### src/rtl/fsic_io_serdes_link_ctrl_pkg.sv
// Shared encodings for the IO SERDES link bring-up sequencer.
// States, enable register values and bit positions.
package fsic_io_serdes_link_ctrl_pkg;

  typedef enum logic [2:0] {
    ST_IDLE      = 3'd0,
    ST_WR_RX     = 3'd1,
    ST_DLY       = 3'd2,
    ST_WR_TX     = 3'd3,
    ST_WAIT_LINK = 3'd4,
    ST_VERIFY    = 3'd5,
    ST_UP        = 3'd6,
    ST_ERR       = 3'd7
  } link_st_e;

  localparam logic [31:0] SERDES_REG_RXEN = 32'h1;
  localparam logic [31:0] SERDES_REG_TXRX = 32'h3;

  localparam int RXEN_BIT = 0;
  localparam int TXEN_BIT = 1;

  function automatic int cnt_width(input int a, input int b);
    return $clog2((a > b) ? a : b);
  endfunction

endpackage

### src/rtl/fsic_io_serdes_link_ctrl_axil.sv
// Single-shot AXI-Lite master: one write or one read per request pulse.
// Ports: wr_req/rd_req in, wr_done/rd_done/rd_data out, AW/W/AR/R channel.
module fsic_axil_single_master #(
  parameter int                    pADDR_WIDTH = 15,
  parameter int                    pDATA_WIDTH = 32,
  parameter logic [pADDR_WIDTH-1:0] pADDR      = '0
) (
  input  logic                   clk,
  input  logic                   rst_n,
  input  logic                   wr_req,
  input  logic [pDATA_WIDTH-1:0] wr_data,
  input  logic                   rd_req,
  output logic                   wr_done,
  output logic                   rd_done,
  output logic [pDATA_WIDTH-1:0] rd_data,
  output logic                   m_awvalid,
  output logic [pADDR_WIDTH-1:0] m_awaddr,
  input  logic                   m_awready,
  output logic                   m_wvalid,
  output logic [pDATA_WIDTH-1:0] m_wdata,
  output logic [3:0]             m_wstrb,
  input  logic                   m_wready,
  output logic                   m_arvalid,
  output logic [pADDR_WIDTH-1:0] m_araddr,
  input  logic                   m_arready,
  input  logic                   m_rvalid,
  input  logic [pDATA_WIDTH-1:0] m_rdata,
  output logic                   cc_is_enable
);

  logic                   aw_q;
  logic                   ar_q;
  logic                   r_wait_q;
  logic [pDATA_WIDTH-1:0] wdata_q;
  logic                   ar_hs;

  // AW and W share one valid; only a joint ready completes.
  assign wr_done = aw_q & m_awready & m_wready;
  assign ar_hs   = ar_q & m_arready;
  // R may land in the AR acceptance cycle or any later one.
  assign rd_done = (ar_hs | r_wait_q) & m_rvalid;
  assign rd_data = m_rdata;

  always_ff @(posedge clk or negedge rst_n) begin
    if (!rst_n) begin
      aw_q     <= 1'b0;
      ar_q     <= 1'b0;
      r_wait_q <= 1'b0;
      wdata_q  <= '0;
    end else begin
      if (wr_req) begin
        aw_q    <= 1'b1;
        wdata_q <= wr_data;
      end else if (wr_done) begin
        aw_q <= 1'b0;
      end
      if (rd_req) begin
        ar_q <= 1'b1;
      end else if (ar_hs) begin
        ar_q <= 1'b0;
      end
      if (rd_done) begin
        r_wait_q <= 1'b0;
      end else if (ar_hs) begin
        r_wait_q <= 1'b1;
      end
    end
  end

  assign m_awvalid    = aw_q;
  assign m_wvalid     = aw_q;
  assign m_awaddr     = aw_q ? pADDR : '0;
  assign m_wdata      = wdata_q;
  assign m_wstrb      = aw_q ? 4'hF : 4'h0;
  assign m_arvalid    = ar_q;
  assign m_araddr     = ar_q ? pADDR : '0;
  assign cc_is_enable = aw_q | ar_q;

endmodule

### src/rtl/fsic_io_serdes_link_ctrl.sv
// IO SERDES link bring-up: rxen, delay, txen, wait for link, verify.
// Ports: ctl_start/link_rx_seen in, AXI-Lite master, sts_* status out.
module fsic_io_serdes_link_ctrl
  import fsic_io_serdes_link_ctrl_pkg::*;
#(
  parameter int                     pADDR_WIDTH    = 15,
  parameter int                     pDATA_WIDTH    = 32,
  parameter logic [pADDR_WIDTH-1:0] pSERDES_OFFSET = '0,
  parameter int                     pRX_TX_DLY     = 16,
  parameter int                     pLINK_TIMEOUT  = 4096,
  parameter int                     pMAX_RETRY     = 3
) (
  input  logic                   axi_clk,
  input  logic                   axi_reset_n,
  input  logic                   ctl_start,
  input  logic                   link_rx_seen,
  output logic                   cc_is_enable,
  output logic                   m_awvalid,
  output logic [pADDR_WIDTH-1:0] m_awaddr,
  input  logic                   m_awready,
  output logic                   m_wvalid,
  output logic [pDATA_WIDTH-1:0] m_wdata,
  output logic [3:0]             m_wstrb,
  input  logic                   m_wready,
  output logic                   m_arvalid,
  output logic [pADDR_WIDTH-1:0] m_araddr,
  input  logic                   m_arready,
  input  logic                   m_rvalid,
  input  logic [pDATA_WIDTH-1:0] m_rdata,
  output logic                   m_rready,
  output logic [2:0]             sts_state,
  output logic                   sts_link_up,
  output logic                   sts_err,
  output logic [3:0]             sts_retry_cnt
);

  localparam int CNT_W = cnt_width(pRX_TX_DLY, pLINK_TIMEOUT);
  localparam logic [CNT_W-1:0] DLY_LAST = CNT_W'(pRX_TX_DLY - 1);
  localparam logic [CNT_W-1:0] TO_LAST  = CNT_W'(pLINK_TIMEOUT - 1);

  link_st_e               state, state_nxt;
  logic [CNT_W-1:0]       cnt, cnt_nxt, cnt_sat;
  logic [3:0]             retry, retry_nxt;
  logic                   wr_req, rd_req, wr_done, rd_done;
  logic [pDATA_WIDTH-1:0] wr_data, rd_data;
  logic                   unused_rdata;

  fsic_axil_single_master #(
    .pADDR_WIDTH (pADDR_WIDTH),
    .pDATA_WIDTH (pDATA_WIDTH),
    .pADDR       (pSERDES_OFFSET)
  ) u_axil (
    .clk          (axi_clk),
    .rst_n        (axi_reset_n),
    .wr_req       (wr_req),
    .wr_data      (wr_data),
    .rd_req       (rd_req),
    .wr_done      (wr_done),
    .rd_done      (rd_done),
    .rd_data      (rd_data),
    .m_awvalid    (m_awvalid),
    .m_awaddr     (m_awaddr),
    .m_awready    (m_awready),
    .m_wvalid     (m_wvalid),
    .m_wdata      (m_wdata),
    .m_wstrb      (m_wstrb),
    .m_wready     (m_wready),
    .m_arvalid    (m_arvalid),
    .m_araddr     (m_araddr),
    .m_arready    (m_arready),
    .m_rvalid     (m_rvalid),
    .m_rdata      (m_rdata),
    .cc_is_enable (cc_is_enable)
  );

  // Only the two enable bits matter on read-back.
  assign unused_rdata = ^rd_data;

  assign cnt_sat = (cnt == '1) ? cnt : cnt + 1'b1;

  always_ff @(posedge axi_clk or negedge axi_reset_n) begin
    if (!axi_reset_n) begin
      state <= ST_IDLE;
      cnt   <= '0;
      retry <= '0;
    end else begin
      state <= state_nxt;
      cnt   <= cnt_nxt;
      retry <= retry_nxt;
    end
  end

  // Requests fire on the transition so valids rise on state entry.
  always_comb begin
    state_nxt = state;
    cnt_nxt   = cnt;
    retry_nxt = retry;
    wr_req    = 1'b0;
    rd_req    = 1'b0;
    wr_data   = pDATA_WIDTH'(SERDES_REG_TXRX);
    unique case (state)
      ST_IDLE, ST_ERR: begin
        if (ctl_start) begin
          state_nxt = ST_WR_RX;
          retry_nxt = '0;
          wr_req    = 1'b1;
          wr_data   = pDATA_WIDTH'(SERDES_REG_RXEN);
        end
      end
      ST_WR_RX: begin
        if (wr_done) begin
          state_nxt = ST_DLY;
          cnt_nxt   = '0;
        end
      end
      ST_DLY: begin
        if (cnt == DLY_LAST) begin
          state_nxt = ST_WR_TX;
          wr_req    = 1'b1;
        end else begin
          cnt_nxt = cnt_sat;
        end
      end
      ST_WR_TX: begin
        if (wr_done) begin
          state_nxt = ST_WAIT_LINK;
          cnt_nxt   = '0;
        end
      end
      ST_WAIT_LINK: begin
        if (link_rx_seen) begin
          state_nxt = ST_VERIFY;
          rd_req    = 1'b1;
        end else if (cnt == TO_LAST) begin
          if (retry < 4'(pMAX_RETRY)) begin
            state_nxt = ST_WR_TX;
            retry_nxt = retry + 4'd1;
            wr_req    = 1'b1;
          end else begin
            state_nxt = ST_ERR;
          end
        end else begin
          cnt_nxt = cnt_sat;
        end
      end
      ST_VERIFY: begin
        if (rd_done) begin
          if (rd_data[TXEN_BIT] && rd_data[RXEN_BIT]) begin
            state_nxt = ST_UP;
          end else begin
            state_nxt = ST_ERR;
          end
        end
      end
      ST_UP: begin
        state_nxt = ST_UP;
      end
    endcase
  end

  assign m_rready      = (state == ST_VERIFY);
  assign sts_state     = state;
  assign sts_link_up   = (state == ST_UP);
  assign sts_err       = (state == ST_ERR);
  assign sts_retry_cnt = retry;

endmodule

### config.mk
export PLATFORM = sky130hd
export DESIGN_NAME = fsic_io_serdes_link_ctrl
export DESIGN_NICKNAME = d
export VERILOG_FILES = /design/src/rtl/fsic_io_serdes_link_ctrl_pkg.sv /design/src/rtl/fsic_io_serdes_link_ctrl_axil.sv /design/src/rtl/fsic_io_serdes_link_ctrl.sv
export SDC_FILE = /design/constraint.sdc
export NUM_CORES = 1
export LEC_CHECK = 0
export ABC_AREA = 1
export CORE_MARGIN = 3
export CORE_UTILIZATION = 38
export DETAILED_ROUTE_END_ITERATION = 7
export GPL_ROUTABILITY_DRIVEN = 0
export PLACE_DENSITY = 0.81
export REMOVE_ABC_BUFFERS = 1
export SLEW_MARGIN = 25
export SYNTH_ARGS = -nofsm -noshare
export SYNTH_HDL_FRONTEND = slang
export SYNTH_SLANG_ARGS = --single-unit
export TNS_END_PERCENT = 100
### constraint.sdc
create_clock -name axi_clk -period 1.7 [get_ports axi_clk]
set_input_delay 0.255 -clock axi_clk [delete_from_list [all_inputs] [get_ports axi_clk]]
set_output_delay 0.255 -clock axi_clk [all_outputs]
set_load 0.03 [all_outputs]
==> qor.yml <==
postSynthCellCount: 305
yosys.area_share.simple_pct: 34.0
numCtsBuffers: 3
slew_violations: 0
synth_top_cells_by_area: "sky130_fd_sc_hd__dfrtp_1 (29%), sky130_fd_sc_hd__buf_4 (24%), sky130_fd_sc_hd__nand2_1 (18%)"
detailedRoute.firstPassIterationCount: 5
timing.critical_path.required_ns: 1.44
number_of_input_and_output_port_buffers_inserted: 29
synth-seq-cells: 24
synth_top_cell_area_share_pct: 29.2
grt_first_pass_wirelength_mm: 6.79
preCtsSetupSlack_ns: 0.0220
antenna_violating_nets_post_route: 0
muxShareOfSynthArea_pct: 0
final.setup_skew_ns: 0.00259
chipHeight_um: 79.6
tritoncts_num_sinks: 24
postPlaceCellArea_mm2: 0.00223
fp.dieW_um: 79.6
timing.final.hold_violations: 0
post_synthesis_compound_gate_area_fraction_pct: 2.43
num_io_pins: 120
timing.critical_path.from_type: "flop"
cts_setup_buffers: 0
fin_util_pct: 44.6
max_clock_freq_ghz: 0.613
hpwlAfterDp_mm: 3.25
power.density_mw_per_mm2: 1320
ys_warn_count: 0
mappedNetlistArea_mm2: 0.00206
clk_pin_slew_ns: 0.09
route.vias.total: 1790
timing.critical_path.slowest_cell_delay_ns: 0.69
leakage_nw: 1.30
tritoncts: "yes"
vias_per_cell: 4.36
timing.critical_path.buf_inv: 1
antenna-diode-count: 0
holdCritPathClass: "in -> async"
cts_root_buffer: "sky130_fd_sc_hd__clkbuf_8"
crit_path_cell_trace: "clkdlybuf4s50_1"
critPathKind: "reg -> out"
run_status: "finished clean"
cts_hold_buf: 0
fin_nets: 384
top_fanout_value_on_the_critical_path: 6
cp.arrival_ns: 1.38
setup.worst_path.end_class: "output port"
yosys.cell_types.count: 27
post-synth-top-area-cell: "sky130_fd_sc_hd__dfrtp_1"
share_of_cells_above_drive_strength_1_pct: 9.97
filler_cell_count: 507
post-route-drc-count: 0
grt_start_max_net_pins: 25
coreArea_mm2: 0.00517
cts_buffer_depth: 2
main_combinational_cell_family_by_area_after_synthesis: "simple AND/OR/NAND/NOR gates"
design_area_mm2: 0.00231
initial_antenna_violation_count: 0
postSynthAreaPerCell_um2: 6.74
maxCapViolations: 0
final_critical_path_setup_slack_ns: 0.0679
design.die.area_mm2: 0.00633
ir_worst_vdd_mv: 0.550
fp-row-count: 26
post_drt_wl_per_cell_um: 10.3
worstSkewPairLatency_ns: 0.27
wl_mm: 4.23
combined_global_route_utilization_of_all_metal_layers_pct: 12.9
htree_num_levels: 1
portion_of_the_post_synthesis_area_used_by_sequential_elements_pct: 29.2
cp_slowest_cell: "sky130_fd_sc_hd__clkdlybuf4s50_1"
parity_gate_share_of_the_synthesized_area_counting_xor_and_xnor_cells_pct: 2.13
period_share_pct: 96.0
layout.area.seq_um2: 603
synth-adder-area-share_pct: 1.22
vias_in_the_first_global_route: 1650
multiInputGateArea_mm2: 0.00107
syn_to_final_growth_pct: 12.3
timing.critical_path.max_delay_family: "buffers and inverters"
finalSetupViolations: 0
final.min_clock_period_ns: 1.63
drt-initial-drc-count: 134
initial_core_util_pct: 39.7
grt_remaining_overflow: 0
-- synth_stat cells (all sizes together) --
cell	number
a21oi	2
a31oi	1
buf	67
clkbuf	1
conb	1
dfrtp	24
ha	2
inv	32
nand2	98
nand3	15
nand3b	1
nand4	10
nor2	36
nor3	4
nor3b	1
o2111ai	1
o21ai	3
o22ai	1
xnor2	1
xor2	4
-- layout make-up --
type	count	share of cell area [%]
inverters	32	5.20
well taps	70	3.79
flip-flops and latches	24	26.1
clock buffers	4	2.38
repair buffers	41	16.3
multi-input cells	240	46.2
-- placed cells by master (no fill, tap or decap), types with 2 or more instances in the layout --
master / instances
sky130_fd_sc_hd__nor3_1: 4
sky130_fd_sc_hd__dlymetal6s2s_1: 5
sky130_fd_sc_hd__nor2_2: 3
sky130_fd_sc_hd__inv_2: 3
sky130_fd_sc_hd__o21ai_0: 2
sky130_fd_sc_hd__nor2_1: 31
sky130_fd_sc_hd__xor2_1: 4
sky130_fd_sc_hd__dfrtp_2: 2
sky130_fd_sc_hd__a21oi_1: 2
sky130_fd_sc_hd__conb_1: 60
sky130_fd_sc_hd__clkdlybuf4s50_1: 17
sky130_fd_sc_hd__dfrtp_1: 22
sky130_fd_sc_hd__clkbuf_8: 4
sky130_fd_sc_hd__inv_1: 29
sky130_fd_sc_hd__nor2_4: 2
sky130_fd_sc_hd__buf_4: 13
sky130_fd_sc_hd__clkbuf_2: 2
sky130_fd_sc_hd__dlygate4sd2_1: 4
sky130_fd_sc_hd__nand2_1: 96
sky130_fd_sc_hd__nand4_1: 10
sky130_fd_sc_hd__nand3_1: 14
-- layer usage --
layer  up-vias  global-route usage, %  wire length, um
li1        890                      -                -
met1       814                   16.2             1740
met2        82                   23.2             2120
met3         4                   1.35              334
met4         0                   3.44               37
met5         -                      0                0
-- power breakdown --
part / internal [mW] / switching, mW / total (mW)
combinational: 0.605 / 1.25 / 1.86
clock: 0.207 / 0.184 / 0.390
sequential: 0.670 / 0.121 / 0.791
-- logic make-up (layout without fill, tap and decap cells) --
group           after synthesis  after routing
simple gates                165            165
buf+inv                     100             77
flops                        24             24
compound gates                8              8
xor+xnor                      5              5
fa+ha+maj                     2              2
other cells                   1             60
-- worst paths after layout --
| path | slack, ns | endpoint | start | cells after the start |
|---|---|---|---|---|
| setup / recovery | 0.07 | sts_state[0] | sts_state[0]$_DFFE_PN0P_ | 1 |
| hold / removal | 0.34 | u_axil.r_wait_q$_DFFE_PN0P_ | axi_reset_n | 2 |
| setup reg to reg | 0.10 | cnt[8]$_DFFE_PN0P_ | cnt[0]$_DFFE_PN0P_ | 9 |
| hold reg to reg | 0.50 | u_axil.m_wdata[0]$_DFFE_PN0P_ | u_axil.m_wdata[0]$_DFFE_PN0P_ | 2 |
| max in group asynchronous | 1.10 | cnt[4]$_DFFE_PN0P_ | axi_reset_n | 2 |
| min in group axi_clk | 0.50 | u_axil.m_wdata[0]$_DFFE_PN0P_ | u_axil.m_wdata[0]$_DFFE_PN0P_ | 2 |
-- state kept, by name (all words and copies together), names as in the netlist --
signal            count
u_axil.m_arvalid      1
u_axil.r_wait_q       1
sts_state             3
cnt                  12
sts_retry_cnt         4
u_axil.m_wdata        2
u_axil.m_awvalid      1
-- timing repair --
item | CTS | global route
resized for setup | 6 | 17
endpoints found under the hold margin | 0 | 0
endpoints found under the setup margin | 8 | 25
pin swaps | 0 | 1
-- stage by stage --
step           total power, mW  setup TNS [ns]  instances  hold WS, ns
5_1_grt                   3.29         -0.0155        411        0.381
6_report                  3.04               0        411        0.343
3_3_place_gp              2.62               0        407        0.479
4_1_cts                   3.01               0        411        0.356
3_5_place_dp              2.66               0        407        0.484
2_1_floorplan             1.97          -11.17        296      -0.0406
No activity file was read; power rests on OpenSTA's default activity.
